===== src/rtl/relu_scan.sv =====
// Activation scanner: walks idx 0..N-1 over the FC1 result mux, applies ReLU and streams beats.
// Define RELU_CLIP_EN to bound each activation to CLIP_MAX.
module relu_scan #(
    parameter int N        = 32,
    parameter int W        = 32,
    parameter int IDXW     = 5,
    parameter int CLIP_MAX = 255
) (
    input  logic            clk,
    input  logic            rst,
    input  logic            start,
    output logic            busy,
    output logic [IDXW-1:0] idx,
    input  logic [W-1:0]    din,
    output logic            out_valid,
    input  logic            out_ready,
    output logic [W-1:0]    out_data,
    output logic [IDXW-1:0] out_idx,
    output logic            out_last,
    output logic            done,
    output logic [IDXW:0]   pos_count
);

    // valid/ready: a beat transfers on any rising edge where out_valid and out_ready
    // are both high; while out_valid=1 and out_ready=0 the beat holds stable.

    typedef enum logic [1:0] {
        IDLE  = 2'd0,
        SCAN  = 2'd1,
        DRAIN = 2'd2
    } state_t;

    localparam logic [IDXW-1:0] LAST_IDX = IDXW'(N - 1);

    state_t        state;
    state_t        state_next;
    logic          capture;
    logic          drain_hs;
    logic          din_pos;
    logic [W-1:0]  relu_val;

    assign busy    = (state != IDLE);
    assign din_pos = !din[W-1] && (din != '0);

`ifdef RELU_CLIP_EN
    localparam logic [W-1:0] CLIP_W = W'(CLIP_MAX);

    always_comb begin
        relu_val = '0;
        if (din_pos) begin
            if ($signed(din) > $signed(CLIP_W)) relu_val = CLIP_W;
            else                                relu_val = din;
        end
    end
`else
    logic [31:0] clip_max_unused;
    assign clip_max_unused = CLIP_MAX;

    always_comb begin
        relu_val = '0;
        if (din_pos) relu_val = din;
    end
`endif

    always_comb begin
        state_next = state;
        capture    = 1'b0;
        drain_hs   = 1'b0;
        case (state)
            IDLE: begin
                if (start) state_next = SCAN;
            end
            SCAN: begin
                // Single output register: only load when it is empty or being drained.
                if (!out_valid || out_ready) begin
                    capture = 1'b1;
                    if (idx == LAST_IDX) state_next = DRAIN;
                end
            end
            DRAIN: begin
                if (out_valid && out_ready) begin
                    drain_hs   = 1'b1;
                    state_next = IDLE;
                end
            end
            default: state_next = IDLE;
        endcase
    end

    always_ff @(posedge clk) begin
        if (rst) state <= IDLE;
        else     state <= state_next;
    end

    always_ff @(posedge clk) begin
        if (rst) begin
            idx       <= '0;
            out_valid <= 1'b0;
            out_data  <= '0;
            out_idx   <= '0;
            out_last  <= 1'b0;
            done      <= 1'b0;
            pos_count <= '0;
        end else begin
            done <= drain_hs;
            if (state == IDLE && start) begin
                pos_count <= '0;
                idx       <= '0;
            end
            if (capture) begin
                out_data  <= relu_val;
                out_idx   <= idx;
                out_last  <= (idx == LAST_IDX);
                out_valid <= 1'b1;
                if (din_pos) pos_count <= pos_count + 1'b1;
                idx <= (idx == LAST_IDX) ? '0 : idx + 1'b1;
            end else if (out_ready) begin
                out_valid <= 1'b0;
            end
        end
    end

endmodule


===== config.mk =====
export PLATFORM = sky130hd
export DESIGN_NAME = relu_scan
export DESIGN_NICKNAME = d
export VERILOG_FILES = /design/src/rtl/relu_scan.sv
export SDC_FILE = /design/constraint.sdc
export NUM_CORES = 1
export LEC_CHECK = 0
export BUFFER_PORTS_ARGS = -buffer_cell sky130_fd_sc_hd__buf_2
export CAP_MARGIN = 25
export CORE_ASPECT_RATIO = 0.6
export CORE_UTILIZATION = 42
export DETAILED_ROUTE_END_ITERATION = 12
export GPL_TIMING_DRIVEN = 0
export PLACE_DENSITY = 0.8
export SETUP_SLACK_MARGIN = 0.2
export SYNTH_ARGS = -nofsm -noshare
export SYNTH_HDL_FRONTEND = slang
export SYNTH_SLANG_ARGS = --single-unit

===== constraint.sdc =====
create_clock -name clk -period 1.5 [get_ports clk]
set_input_delay 0.15 -clock clk [delete_from_list [all_inputs] [get_ports clk]]
set_output_delay 0.15 -clock clk [all_outputs]
set_load 0.05 [all_outputs]

=== Word-level counts from Yosys, hierarchy flattened ===
Cells that the tools add are included.

* Register bits: 53
* Bits in latches: 0
* RAM bits: 0
* Bits in read-only memories: 0
* Memories kept: 0

* $add $sub $neg: 2
* Multipliers: 0
* Div/mod/pow operators: 0
* Order comparisons: 0
* Equal/unequal tests: 7
* Shift operators: 0
* Mux-type cells: 17
* Bitwise gates (word level): 1
* Reductions and logical operators: 13

{| class="wikitable"
|+ Operators by type and width
! cell !! count
|-
| 32-bit two-way mux || 1
|-
| 32-bit nonzero test || 1
|-
| 6-bit two-way mux || 3
|-
| 5-bit two-way mux || 3
|-
| 2-bit two-way mux || 4
|-
| 2-bit != test, second input constant || 4
|-
| 6-bit by 1-bit adder with 6-bit output, second input constant || 1
|-
| 2-bit case mux with 3 select lines || 1
|-
| 2-bit nonzero test || 3
|-
| 5-bit by 1-bit adder with 5-bit output, second input constant || 1
|-
| 5-bit == test, second input constant || 1
|-
| 1-bit two-way mux || 5
|-
| 4-bit AND reduction || 1
|-
| 1-bit logical AND || 3
|-
| 2-bit by 1-bit == test with 1-bit output, second input constant || 1
|-
| 2-bit == test, second input constant || 1
|-
| 1-bit zero test || 2
|-
| 2-bit zero test || 1
|-
| 2-bit OR reduction || 1
|-
| 1-bit logical OR || 1
|-
| 1-bit NOT || 1
|}

=== Depth between registers and ports, before layout ===
* Depth after elaboration: 5
* Depth in mapped cells: 7
* Gate-level depth less buffers: 6

=== Worst setup path after synthesis ===
No wires, ideal clock.

* Path type: reg-to-reg
* From: reg idx[0]
* To: reg idx[3]
* Setup time: 0.071 ns
* Arrival time: 1.830 ns
* Required time: 1.429 ns
* Path slack: -0.401 ns
* Stages on the path, launching flop included: 6
* Cell sequence: dfxtp_1 > ha_1 > and3_1 > ha_1 > or4_1 > a21oi_1

* Word-level cells in the longest chain between the ends: 3

{| class="wikitable"
|+ RTL lines
! element !! line !! source
|-
| start, declared || 13 || <nowiki>output logic [IDXW-1:0] idx,</nowiki>
|-
| start signal, assigned || 116 || <nowiki>idx <= (idx == LAST_IDX) ? '0 : idx + 1'b1;</nowiki>
|-
| 5-bit by 1-bit adder with 5-bit output or 5-bit == test (tied branches) || 116 ||
|-
| 5-bit two-way mux * || 116 ||
|-
| 5-bit two-way mux * || 110 || <nowiki>if (capture) begin</nowiki>
|}

Every way passes the cells marked *; elsewhere a longest branch is shown, timed or not.
A chain may end at the register's enable or synchronous reset.

=== Worst setup path in the final report ===
* From: reg state[1]
* To: reg idx[3]

* Word-level cells in the longest chain between the ends: 3

{| class="wikitable"
|+ RTL lines
! element !! line !! source
|-
| start, declared || 35 || <nowiki>state_t state;</nowiki>
|-
| start signal, assigned || 92 || <nowiki>else state <= state_next;</nowiki>
|-
| 2-bit by 1-bit == test with 1-bit output or 2-bit zero test (tied branches) || 69, 106 ||
|-
| 1-bit two-way mux or 1-bit logical AND (tied branches) || 69, 106 ||
|-
| 5-bit two-way mux or 2-bit nonzero test (tied branches) || -- ||
|}

Parallel ways exist; a longest one is shown, timed or not.

==> impl_results.md <==
* Pwr dens at 944.9 nW/um^2
* Setup ws final at -10.04 ps
* Unrepaired setup endpoints after global routing: yes
* Avg WL per Cell at 15.59 um
* First-pass iteration count of the detailed router at 4
* Mapped Area at 1972 um^2
* Arr. time, crit path at 1740 ps
* Fin crit period at 1510 ps
* Filler cells at 355
* Layout Cell Area excl Fill at 2902 um^2
* CP max stage delay at 470 ps
* Port Buf Inserts at 86
* Post-synth EDFFs at 0
* Die span in x at 90.46 um
* Switching pwr at 794.1 uW
* Setup TNS at -19.74 ps
* Residual DRC at 0
* Slew @ Worst Pin at 679.0 ps
* CP endpoint kind: flip-flop
* Kind of critical path: flip-flop to flip-flop
* Largest net degree at the start of global routing at 17
* Buf/Inv on CP at 1
* Top cells by area, synth: dfxtp_1 (54%), a22o_1 (14%), a21oi_1 (2.8%), nand2_1 (2.7%), nor4_1 (2.5%)
* FMAX at 0.6622 GHz
* Combinational group share of total power at 17.8%
* Worst R2R Path Depth at 5
* Static leakage at 0.001379 uW
* Diode count at 0
* Status: finished with violations
* Global Route Usage Sum at 21.84%
* Cell family with most CP delay: simple AND/OR/NAND/NOR gates
* Routed WL at 5551 um
* Vias per cell at 5.171
* Gpl congestion at 0.8136
* Placement Cell Area at 2565 um^2
* Clk_skew at 7.322 ps
* CTS tree: yes
* Critical Path, Cell by Cell: and2b_1 -> nand2_2 -> buf_4 -> or4_1 -> a21oi_1
* Initial antenna violation count at 0
* Power, Total at 2742 uW
* Synth Net Count at 224
* Sw Share at 28.96%
* Failing checks: setup timing
* Critical Path Source Type: flip-flop
* Sequential standard cell area at 1081 um^2
* Internal power at 1947 uW
* GRT Residual Overflow at 0
* Layout cells sized above 1 at 50.68%
* Post-synth top area share at 53.81%
* Worst R2R End: idx[3]$_SDFFE_PP0P_
* Worst-Skew Late Latency at 300 ps
* Vert. Die Dim at 55.08 um
* Hold-fix buffers, CTS at 0
* ANT nets after route at 0
* Clock buffer count from CTS at 5
* Layout Nets at 334
* Post-synthesis sequential area ratio at 53.81%
* Post-Syn Instances at 185
* Area grow syn2layout at 47.14%
* Mean cell area of the mapped netlist at 10.66 um^2
* CP Max Fanout at 10
* Root buffer cell: clkbuf_8
* Hold Fails Final Rpt at 0
* Area of the multi-input gates at 942.2 um^2
* Unique masters post-synth at 38
* Most frequent cells in the layout: buf_2 (86), dfxtp_1 (45), a22o_1 (32)
* Slew Viols, Final at 0
* Post-synth top flop: dfxtp_1
* Starting Density at 45.84%
* DIE AREA at 4982 um^2
* Levels on crit path at 5
* Yosys top cell by area: dfxtp_1
* Synth async-reset ratio at 0%
* Synth warn at 0
* CP required at 1730 ps
* Final Core Density at 67.45%
* CORE AREA at 4302 um^2
* Seq cells post-synth at 53
* H-tree lvl count at 2
* CP max stage cell: or4_1
* Cell Rows at 18
* Commonest non-fill, non-tap cell in the layout: buf_2
* R2R Setup Slk at -10 ps
* First-pass GRT wire length at 8162 um
* Post-DP HPWL at 3745 um
* Via Count at 1841
* Worst setup path start: state[1]$_SDFFE_PP0P_
* Clock share of power at 28.4%
* Clock buffer depth at 2
* Worst R2R Start: state[1]$_SDFFE_PP0P_
* Min-delay worst type: primary input to flip-flop
* Tcrit/Tclk final at 100.7%
* IO Count at 88
* Sink Count at 53
* Vias in the first global route at 1634
* Max_cap viols at 0
* CTS clk-pin slew, worst paths at 90 ps
* Worst setup path end: idx[3]$_SDFFE_PP0P_
* Finish-stage setup viols at 3
* Peak supply drop at 532.9 uV
* Sequential share of power at 53.7%
* Slew headroom at 54.73%
* Drt initial violations at 67
-- worst min-delay path by stage --
stage / from / to / slack [ps] / cells past startpoint
after floorplan: din[0] / out_data[0]$_SDFFE_PP0P_ / 280 / 1
after global placement: din[25] / out_data[25]$_SDFFE_PP0P_ / 390 / 2
after detailed placement: din[1] / out_data[1]$_SDFFE_PP0P_ / 390 / 2
after CTS: din[21] / out_data[21]$_SDFFE_PP0P_ / 80 / 2
after global routing: din[14] / out_data[14]$_SDFFE_PP0P_ / 90 / 2
final: din[1] / out_data[1]$_SDFFE_PP0P_ / 90 / 2
-- state kept, by name, summed over array words and instances (netlist names) --
register   count
out_valid      1
done           1
idx            5
pos_count      6
out_last       1
out_data      32
out_idx        5
state          2
-- what timing repair did --
item                                    CTS  global route
pin swaps                                11             4
gates resized for setup                  26             4
endpoints found under the setup margin   42            44
setup buffers                            11             1
cloned                                    4             1
hold endpoints to repair                  0             0
-- per-stage QoR --
step | setup WS, ps | cells | hold slack, ps
after floorplan | -44.52 | 185 | 282.6
after global placement | -250.0 | 331 | 389.3
after detailed placement | -273.5 | 331 | 389.0
after CTS | -12.67 | 354 | 80.85
after global routing | -75.07 | 356 | 85.31
final | -10.04 | 356 | 90.91
-- cells in the mapped netlist (2+ instances only) --
| master | n |
|---|---|
| buf_6 | 2 |
| and3_1 | 3 |
| buf_2 | 5 |
| nor2b_1 | 2 |
| a21oi_1 | 11 |
| dfxtp_1 | 53 |
| o21ai_0 | 3 |
| nand2_1 | 14 |
| a22o_1 | 32 |
| buf_4 | 2 |
| a22oi_1 | 3 |
| nor4_1 | 8 |
| clkbuf_1 | 2 |
| inv_1 | 2 |
| mux2i_1 | 2 |
| nand3_1 | 4 |
| and2_1 | 3 |
| nor2_1 | 8 |
| nand2b_1 | 2 |
| a221o_1 | 2 |
| ha_1 | 3 |
| nor3_1 | 3 |
-- power groups by stage --
stage | combinational [uW] | sequential (uW) | clock, uW
6_report | 489 | 1470 | 780
5_1_grt | 516 | 1480 | 864
4_1_cts | 473 | 1470 | 802
3_5_place_dp | 417 | 1510 | 0
3_3_place_gp | 412 | 1510 | 0
2_1_floorplan | 143 | 1650 | 0
-- cell families (layout without fill, tap and decap cells) --
logic type,after synthesis,in the layout,share of synthesized area (%)
AOI/OAI and AO/OA,53,53,21.76
xor gates and xnor gates,1,1,0.4442
adders and majority gates,3,3,1.904
buffers and inverters,13,124,3.934
DFF,53,53,53.81
muxes,3,3,1.586
and+or+nand+nor,59,59,16.56
-- area by class of cell --
type	count	share of cell area (%)
Buffer	11	3.752
Clock buffer	5	2.372
Clock inverter	3	0.5606
Inverter	2	0.2587
Multi-Input combinational cell	119	32.47
Sequential cell	53	37.26
Tap cell	60	2.587
Timing Repair Buffer	103	20.74
-- per-layer routing --
metal | track usage, % | vias to the layer above | part of all wire, %
met3 | 5.601 | 0 | 5.4
met5 | 0 | - | 0
met1 | 31.13 | 864 | 51
met4 | 6.452 | 0 | 0
met2 | 32.70 | 64 | 44
li1 | - | 913 | -
Note: power is estimated with default switching activity, not from simulation.
